==> src/rtl/nes_uart_if.sv <==
// CPU-side register bus of the NES UART.
// The CPU drives the master side; the UART implements the slave side.
interface nes_uart_if;
    logic       sel;
    logic [1:0] addr;
    logic       we;
    logic       rd;
    logic [7:0] din;
    logic [7:0] dout;
    logic       irq;

    modport master (
        output sel, addr, we, rd, din,
        input  dout, irq
    );

    modport slave (
        input  sel, addr, we, rd, din,
        output dout, irq
    );
endinterface

==> src/rtl/nes_uart.sv <==
// 8N1 UART with a DATA/STATUS/CTRL register window.
// TX has one holding byte; RX has one buffer byte with overrun and framing flags.
module nes_uart #(
    parameter int CLK_HZ = 25000000,
    parameter int BAUD   = 115200
) (
    input  logic        clock,
    input  logic        reset,
    nes_uart_if.slave   bus,
    input  logic        rx,
    output logic        tx
);
    localparam int DIV = CLK_HZ / BAUD;
    localparam int CW  = (DIV > 2) ? $clog2(DIV) : 1;
    localparam logic [CW-1:0] FULL = CW'(DIV - 1);
    localparam logic [CW-1:0] HALF = CW'(DIV / 2 - 1);

    typedef enum logic [1:0] {S_IDLE, S_START, S_DATA, S_STOP} state_t;

    logic wr, rdv, wr_data, wr_ctrl, rd_data, rd_stat;
    assign wr      = bus.sel & bus.we;
    assign rdv     = bus.sel & bus.rd & ~bus.we;
    assign wr_data = wr  && (bus.addr == 2'd0);
    assign wr_ctrl = wr  && (bus.addr == 2'd2);
    assign rd_data = rdv && (bus.addr == 2'd0);
    assign rd_stat = rdv && (bus.addr == 2'd1);

    state_t tx_state, tx_next;
    logic [CW-1:0] tx_cnt;
    logic [2:0] tx_bit;
    logic [7:0] tx_shift, tx_hold;
    logic tx_full, tx_tick, tx_load, tx_active;

    assign tx_tick   = (tx_cnt == FULL);
    // A pending byte is taken straight out of STOP so frames stay contiguous.
    assign tx_load   = tx_full &&
                       (tx_state == S_IDLE || (tx_state == S_STOP && tx_tick));
    assign tx_active = (tx_state != S_IDLE);

    always_ff @(posedge clock or posedge reset) begin
        if (reset) tx_state <= S_IDLE;
        else       tx_state <= tx_next;
    end

    always_comb begin
        tx_next = tx_state;
        case (tx_state)
            S_IDLE:  if (tx_full) tx_next = S_START;
            S_START: if (tx_tick) tx_next = S_DATA;
            S_DATA:  if (tx_tick && tx_bit == 3'd7) tx_next = S_STOP;
            S_STOP:  if (tx_tick) tx_next = tx_full ? S_START : S_IDLE;
            default: tx_next = S_IDLE;
        endcase
    end

    always_comb begin
        tx = 1'b1;
        case (tx_state)
            S_START: tx = 1'b0;
            S_DATA:  tx = tx_shift[0];
            default: tx = 1'b1;
        endcase
    end

    always_ff @(posedge clock or posedge reset) begin
        if (reset) begin
            tx_cnt   <= '0;
            tx_bit   <= '0;
            tx_shift <= '0;
            tx_hold  <= '0;
            tx_full  <= 1'b0;
        end else begin
            if (wr_data && !tx_full) begin
                tx_hold <= bus.din;
                tx_full <= 1'b1;
            end
            if (tx_load) begin
                tx_full  <= 1'b0;
                tx_shift <= tx_hold;
                tx_cnt   <= '0;
                tx_bit   <= '0;
            end else if (tx_state == S_IDLE) begin
                tx_cnt <= '0;
            end else if (tx_tick) begin
                tx_cnt <= '0;
                if (tx_state == S_DATA) begin
                    tx_shift <= {1'b0, tx_shift[7:1]};
                    tx_bit   <= tx_bit + 3'd1;
                end
            end else begin
                tx_cnt <= tx_cnt + 1'b1;
            end
        end
    end

    state_t rx_state, rx_next;
    logic [1:0] sync;
    logic rx_s, rx_prev, rx_fall, rx_half, rx_tick;
    logic [CW-1:0] rx_cnt;
    logic [2:0] rx_bit;
    logic [7:0] rx_shift, rx_buf;
    logic rx_ready, overrun, frame_err, rx_ie;
    logic done_ok, done_bad;

    assign rx_s    = sync[1];
    assign rx_fall = rx_prev & ~rx_s;
    assign rx_half = (rx_cnt == HALF);
    assign rx_tick = (rx_cnt == FULL);

    always_ff @(posedge clock or posedge reset) begin
        if (reset) rx_state <= S_IDLE;
        else       rx_state <= rx_next;
    end

    always_comb begin
        rx_next = rx_state;
        case (rx_state)
            S_IDLE:  if (rx_fall) rx_next = S_START;
            S_START: if (rx_half) rx_next = rx_s ? S_IDLE : S_DATA;
            S_DATA:  if (rx_tick && rx_bit == 3'd7) rx_next = S_STOP;
            S_STOP:  if (rx_tick) rx_next = S_IDLE;
            default: rx_next = S_IDLE;
        endcase
    end

    always_comb begin
        done_ok  = 1'b0;
        done_bad = 1'b0;
        if (rx_state == S_STOP && rx_tick) begin
            done_ok  = rx_s;
            done_bad = ~rx_s;
        end
    end

    always_ff @(posedge clock or posedge reset) begin
        if (reset) begin
            sync      <= 2'b11;
            rx_prev   <= 1'b1;
            rx_cnt    <= '0;
            rx_bit    <= '0;
            rx_shift  <= '0;
            rx_buf    <= '0;
            rx_ready  <= 1'b0;
            overrun   <= 1'b0;
            frame_err <= 1'b0;
            rx_ie     <= 1'b0;
        end else begin
            sync    <= {sync[0], rx};
            rx_prev <= rx_s;
            if (rx_state == S_IDLE || (rx_state == S_START && rx_half) || rx_tick)
                rx_cnt <= '0;
            else
                rx_cnt <= rx_cnt + 1'b1;
            if (rx_state == S_START) rx_bit <= '0;
            if (rx_state == S_DATA && rx_tick) begin
                rx_shift <= {rx_s, rx_shift[7:1]};
                rx_bit   <= rx_bit + 3'd1;
            end
            if (done_ok) begin
                rx_buf   <= rx_shift;
                rx_ready <= 1'b1;
            end else if (rd_data) begin
                rx_ready <= 1'b0;
            end
            if (done_ok && rx_ready && !rd_data) overrun <= 1'b1;
            else if (rd_stat)                    overrun <= 1'b0;
            if (done_bad)     frame_err <= 1'b1;
            else if (rd_stat) frame_err <= 1'b0;
            if (wr_ctrl) rx_ie <= bus.din[0];
        end
    end

    always_comb begin
        case (bus.addr)
            2'd0:    bus.dout = rx_buf;
            2'd1:    bus.dout = {3'b0, tx_active, frame_err, overrun, tx_full, rx_ready};
            2'd2:    bus.dout = {7'b0, rx_ie};
            default: bus.dout = 8'hFF;
        endcase
    end

    assign bus.irq = rx_ie & rx_ready;
endmodule

==> src/flat_wrapper.sv <==
// flat-port wrapper written by rule: the top's interface ports become plain ports
module nes_uart_flat 
#(
    parameter int CLK_HZ = 25000000,
    parameter int BAUD   = 115200
)
  (clock, reset, rx, tx, bus_sel, bus_addr, bus_we, bus_rd, bus_din, bus_dout, bus_irq);
  nes_uart_if bus_i ();
  input  logic clock;
  input  logic reset;
  input  logic rx;
  output logic tx;
  input wire logic [$bits(bus_i.sel)-1:0] bus_sel;
  input wire logic [$bits(bus_i.addr)-1:0] bus_addr;
  input wire logic [$bits(bus_i.we)-1:0] bus_we;
  input wire logic [$bits(bus_i.rd)-1:0] bus_rd;
  input wire logic [$bits(bus_i.din)-1:0] bus_din;
  output wire logic [$bits(bus_i.dout)-1:0] bus_dout;
  output wire logic [$bits(bus_i.irq)-1:0] bus_irq;
  assign bus_i.sel = bus_sel;
  assign bus_i.addr = bus_addr;
  assign bus_i.we = bus_we;
  assign bus_i.rd = bus_rd;
  assign bus_i.din = bus_din;
  assign bus_dout = bus_i.dout;
  assign bus_irq = bus_i.irq;
  nes_uart #(.CLK_HZ(CLK_HZ), .BAUD(BAUD)) u_core (.clock(clock), .reset(reset), .bus(bus_i), .rx(rx), .tx(tx));
endmodule
==> config.mk <==
export PLATFORM = sky130hd
export DESIGN_NAME = nes_uart_flat
export DESIGN_NICKNAME = d
export VERILOG_FILES = /design/src/rtl/nes_uart_if.sv /design/src/rtl/nes_uart.sv /design/src/flat_wrapper.sv
export SDC_FILE = /design/constraint.sdc
export NUM_CORES = 1
export LEC_CHECK = 0
export ABC_AREA = 1
export ABC_CLOCK_PERIOD_IN_PS = 2100
export CAP_MARGIN = 20
export CELL_PAD_IN_SITES_DETAIL_PLACEMENT = 0
export CELL_PAD_IN_SITES_GLOBAL_PLACEMENT = 1
export CORE_ASPECT_RATIO = 1.4
export CORE_MARGIN = 4
export CORE_UTILIZATION = 25
export DETAILED_ROUTE_END_ITERATION = 8
export DONT_BUFFER_PORTS = 1
export PLACE_DENSITY = 0.56
export RECOVER_POWER = 50
export REMOVE_ABC_BUFFERS = 1
export SLEW_MARGIN = 40
export SYNTH_ARGS = -nofsm -noshare
export SYNTH_HDL_FRONTEND = slang
export SYNTH_SLANG_ARGS = --single-unit
==> constraint.sdc <==
create_clock -name clock -period 2.1 [get_ports clock]
set_input_delay 0.315 -clock clock [delete_from_list [all_inputs] [get_ports clock]]
set_output_delay 0.315 -clock clock [all_outputs]
set_load 0.02 [all_outputs]
[Word-level counts from Yosys, hierarchy flattened]
Cells that the tools add are included.
Storage, ports and cells
  flip-flop bits (word level): 66
  input bits: 16
Cells by class
  add/subtract/negate cells: 4
  equality and inequality tests: 22
  multiplexer cells: 37
  bitwise logic cells: 7
  reductions and logical operators: 33
Operators by type and width (number)
  8-bit two-way mux: 8
  8-bit case mux with 3 select lines: 1
  2-bit two-way mux: 9
  3-bit two-way mux: 6
  2-bit by 1-bit != test with 1-bit output, second input constant: 9
  8-bit by 1-bit adder with 8-bit output, second input constant: 2
  8-bit == test, second input constant: 2
  2-bit case mux with 4 select lines: 2
  2-bit nonzero test: 8
  1-bit logical AND: 14
  2-bit == test, second input constant: 5
  1-bit two-way mux: 10
  8-bit by 7-bit == test with 1-bit output, second input constant: 1
  4-bit AND reduction: 2
  3-bit by 1-bit adder with 3-bit output, second input constant: 2
  2-bit by 1-bit == test with 1-bit output, second input constant: 3
  3-bit == test, second input constant: 2
  2-bit zero test: 3
  1-bit AND: 5
  1-bit logical OR: 3
  3-bit AND reduction: 1
  1-bit zero test: 2
  1-bit NOT: 2
  1-bit case mux with 2 select lines: 1

[Depth between registers and ports, before layout]
  depth in word-level cells: 6
  depth in mapped cells: 10

[Least setup slack after synthesis]
Ideal clock, no wire load.
  path type: reg2reg
  from: register u_core.tx_state[0]
  to: register u_core.tx_bit[0]
  library setup time: 117 ps
  data arrival time: 1487 ps
  data required time: 1983 ps
  setup slack: 496 ps
  stages on the path, launching flop included: 10
  buffers on the path: 1
  clock period less this slack: 1604 ps
  path through: dfrtp_1 inv_1 ha_1 inv_1 nor2_1 nor2_1 nand4_2 buf_6 o21ai_2 nor2_1
Between the ends
  word-level cells in the longest chain between the ends: 6
  elaborated cells between the ends (all ways): 11
Ends and longest elaborated chain
  start, declared: RTL line nes_uart.sv:28  | state_t tx_state, tx_next;
  start signal, assigned: RTL line nes_uart.sv:42  | else tx_state <= tx_next;
  2-bit == test: RTL line nes_uart.sv:37  | (tx_state == S_IDLE || (tx_state == S_STOP && tx_tick));
  1-bit logical AND: RTL line nes_uart.sv:37
  1-bit logical OR: RTL line nes_uart.sv:37
  1-bit logical AND: RTL line nes_uart.sv:36  | assign tx_load = tx_full &&
  2-bit by 1-bit != test with 1-bit output (no line) / 2-bit nonzero test (equally long branches)
  3-bit AND reduction (no line)
  end signal, assigned: RTL line nes_uart.sv:88  | tx_bit <= tx_bit + 3'd1;
  end, declared: RTL line nes_uart.sv:30  | logic [2:0] tx_bit;
Parallel ways exist; a longest one is shown, timed or not.
A chain may end at the register's enable or synchronous reset.

[Worst setup path in the final report]
  from: register u_core.tx_state[0]
  to: output port bus_dout[4]
Between the ends
  word-level cells in the longest chain between the ends: 2
Ends and longest elaborated chain
  2-bit nonzero test: RTL line nes_uart.sv:38  | assign tx_active = (tx_state != S_IDLE);
  8-bit case mux with 3 select lines: RTL line nes_uart.sv:174  | case (bus.addr)
  end, declared: RTL line flat_wrapper.sv:18  | output wire logic [$bits(bus_i.dout)-1:0] bus_dout;
No other way between the ends.

==> results.md <==
* Total number of vias at 2,420
* Via density at 4.238
* HPWL Detailed at 5174 microns
* Pleak at 0.001832 uW
* Height of the die at 144.9 microns
* CP arrival at 1.53 ns
* Clock sink count at 66
* Post-Synthesis Cell Area at 0.003348 sq mm
* Final routed DRC violation total at 0
* Launching point of the worst reg2reg path: u_core.tx_state[0]
* Final Hold Viols at 0
* CORE AREA at 0.01300 sq mm
* Setup TNS at 0 ns
* # Post-CTS Setup Buffers at 0
* TritonRoute pass-1 iters at 4
* Die area at 0.01533 sq mm
* Antenna Nets Post-Route at 0
* Critical Path Fanout Max at 6
* Status: finished, final reports clean
* Clock Path Buffers at 2
* Std-Cell Rows at 49
* Maximum VDD drop at 0.0002800 V
* RSZ-0062 raised after global routing: false
* HP Class: in2reg
* Max-Slew Margin vs Limit at 0.3858
* Initial drt markers at 121
* Final Cycle Share at 0.8791
* Final WL at 6864 microns
* Inserted Diodes at 0
* Total of max-cap violations at 0
* R2R setup slack at 0.28 ns
* GRT Total Usage at 0.09608
* Layout area overhead at 15.58%
* Post-route clock skew at 0.005459 ns
* Yosys cell types at 35
* PwrDens at 868.0 mW/mm^2
* Gpl congestion at 0.7693
* Syn_area_per_cell at 8.929 sq um
* Share of layout cells above drive strength 1 at 0.1578
* Chip Width at 105.8 microns
* Power Total at 3359 uW
* CTS tree: done
* Num CTS Buffers at 9
* Nets at 420
* CP required at 1.78 ns
* Synth Register Bits at 66
* Fin crit period at 1.846 ns
* Initial antenna violation count at 0
* YS warnings at 0
* Post_cts resized at 0
* Critical path's top delay family: flip-flops
* Starting Density at 0.2576
* Grt ovf at 0
* Crit end category: primary output
* Slew of the pin with the lowest slew margin at 0.9213 ns
* Clock Pin Slew Worst Setup and Hold Paths at 0.05 ns
* Cts hold-fix bufs at 2
* Global-route wire length before repair at 11,980 microns
* Clock Tree Root: clkbuf_16
* Crit Path Class: reg2out
* Fmax achieved at 0.5417 GHz
* Largest net degree at the start of global routing at 67
* Clock latency on the worst-skew pair at 0.32 ns
* Worst Setup Start Kind: register
* CP max stage cell: dfrtp_1
* Hold Crit Start: bus_din[5]
* Buffers added on ports at 0
* Number of global-route vias before repair at 2,469
* Final Slew Violations at 0
* Buf+Inv Stages, Crit Path at 2
* CTS HTree Levels at 3
* Top-level I/O count at 26
* Fillers at 1,400
* Setup crit start: u_core.tx_state[0]
* Largest stage delay, worst path at 0.43 ns
* Register area share after synthesis at 0.4944
* Final Setup Violations at 0
* Drt wl/cell at 12.02 microns
* CP Cell Sequence: inv_1 -> ha_1 -> o21ai_0 -> buf_4
* Post-Synthesis Cells at 375
area by class of cell:
type	instances	area (sq um)	area share
Multi-Input combinational cell	244	1410	0.3644
Timing Repair Buffer	10	80.08	0.02069
Tap cell	178	222.7	0.05755
Clock buffer	11	232.7	0.06014
Clock inverter	5	55.05	0.01423
Sequential cell	66	1655	0.4277
Inverter	57	214.0	0.05529
synthesized netlist by cell type:
library cell / instances / area [sq um]
o21ai_0: 15 / 75.07
a311oi_1: 1 / 8.760
ha_1: 16 / 200.2
nand3_2: 1 / 10.01
dfstp_2: 3 / 78.83
o32ai_1: 1 / 8.760
o22ai_1: 1 / 6.260
nand2_2: 3 / 18.77
o22ai_2: 1 / 12.51
o21ai_2: 17 / 148.9
xnor2_1: 1 / 8.760
inv_2: 3 / 11.26
buf_2: 1 / 5.000
nor3_4: 1 / 16.27
o21ai_1: 2 / 10.01
xor2_1: 6 / 52.55
nand4_2: 1 / 12.51
nand3_4: 1 / 17.52
o21bai_1: 1 / 7.510
o31ai_1: 1 / 7.510
o211ai_2: 1 / 12.51
nand3_1: 33 / 165.2
nor3b_1: 1 / 7.510
nand4_1: 4 / 25.02
inv_1: 54 / 202.7
buf_4: 4 / 30.03
buf_6: 3 / 33.78
a21oi_1: 5 / 25.02
dfrtp_1: 63 / 1577
nand3b_1: 1 / 7.510
mux2_2: 7 / 78.83
nand2_1: 72 / 270.3
nor2_1: 45 / 168.9
or2_2: 2 / 12.51
nor3_1: 3 / 15.01
registers in the layout, summed over array words and instances (netlist names), named ones only:
register	cells
u_core.overrun	1
u_core.sync	2
u_core.rx_ready	1
u_core.rx_cnt	8
u_core.tx_shift	8
u_core.tx_state	2
u_core.rx_ie	1
u_core.rx_prev	1
u_core.tx_cnt	8
u_core.rx_bit	3
u_core.rx_shift	8
u_core.rx_state	1
u_core.tx_full	1
u_core.tx_hold	8
u_core.rx_buf	8
u_core.frame_err	1
u_core.tx_bit	3
placed cells by master (no fill, tap or decap), types with 2 or more instances in the layout:
cell / count
nand2_1: 72
dfrtp_1: 63
inv_1: 53
nor2_1: 45
nand3_1: 33
o21ai_2: 17
ha_1: 16
o21ai_0: 15
clkbuf_16: 9
mux2_2: 7
buf_4: 7
xor2_1: 6
a21oi_1: 5
nand4_1: 4
nand2_2: 3
nor3_1: 3
inv_2: 3
or2_2: 2
o21ai_1: 2
clkinvlp_4: 2
clkbuf_1: 2
clkinv_2: 2
dlygate4sd3_1: 2
dfstp_2: 2
metal layers:
metal | vias to the layer above | wire length (microns) | track usage
met5 | - | 0 | 0
met4 | 0 | 104 | 0.03694
met3 | 9 | 259 | 0.02133
met2 | 32 | 3506 | 0.1654
met1 | 1156 | 2993 | 0.1162
li1 | 1223 | - | -
metrics by stage:
stage / cells / worst slack [ns] / instance area [sq um] / utilization / hold slack (ns)
final: 571 / 0.2538 / 3870 / 0.2977 / 0.1439
after floorplan: 367 / 0.1352 / 3279 / - / 0.3195
after global placement: 553 / 0.2982 / 3575 / 0.2750 / 0.3126
after detailed placement: 553 / 0.2764 / 3575 / 0.2750 / 0.3136
after CTS: 571 / 0.2256 / 3882 / 0.2987 / 0.1274
after global routing: 571 / 0.04971 / 3870 / 0.2977 / 0.1304
cell families after synthesis:
| family | synth area share |
|---|---|
| AND/OR/NAND/NOR | 0.2231 |
| flip-flops | 0.4944 |
| buffers and inverters | 0.08445 |
| AO/OA/AOI/OAI | 0.09641 |
| adder cells (fa/ha/maj) | 0.05979 |
| XOR/XNOR | 0.01831 |
| multiplexers | 0.02354 |
power breakdown:
group          switching [uW]  leakage [uW]  internal, uW  total (uW)
logic                     246      0.000835           155         401
clock network             524      0.000136           914        1440
registers                 109      0.000862          1410        1520
total                     879       0.00183          2480        3360
worst paths after layout:
path,depth (start not counted),end
min reg2reg,0,u_core.sync[1]
max,4,bus_dout[4]
max reg2reg,10,u_core.tx_bit[1]
min,1,u_core.tx_hold[5]
min in group asynchronous,3,u_core.tx_hold[7]
max in group asynchronous,3,u_core.rx_state[0]
No activity file was read; power rests on OpenSTA's default activity.
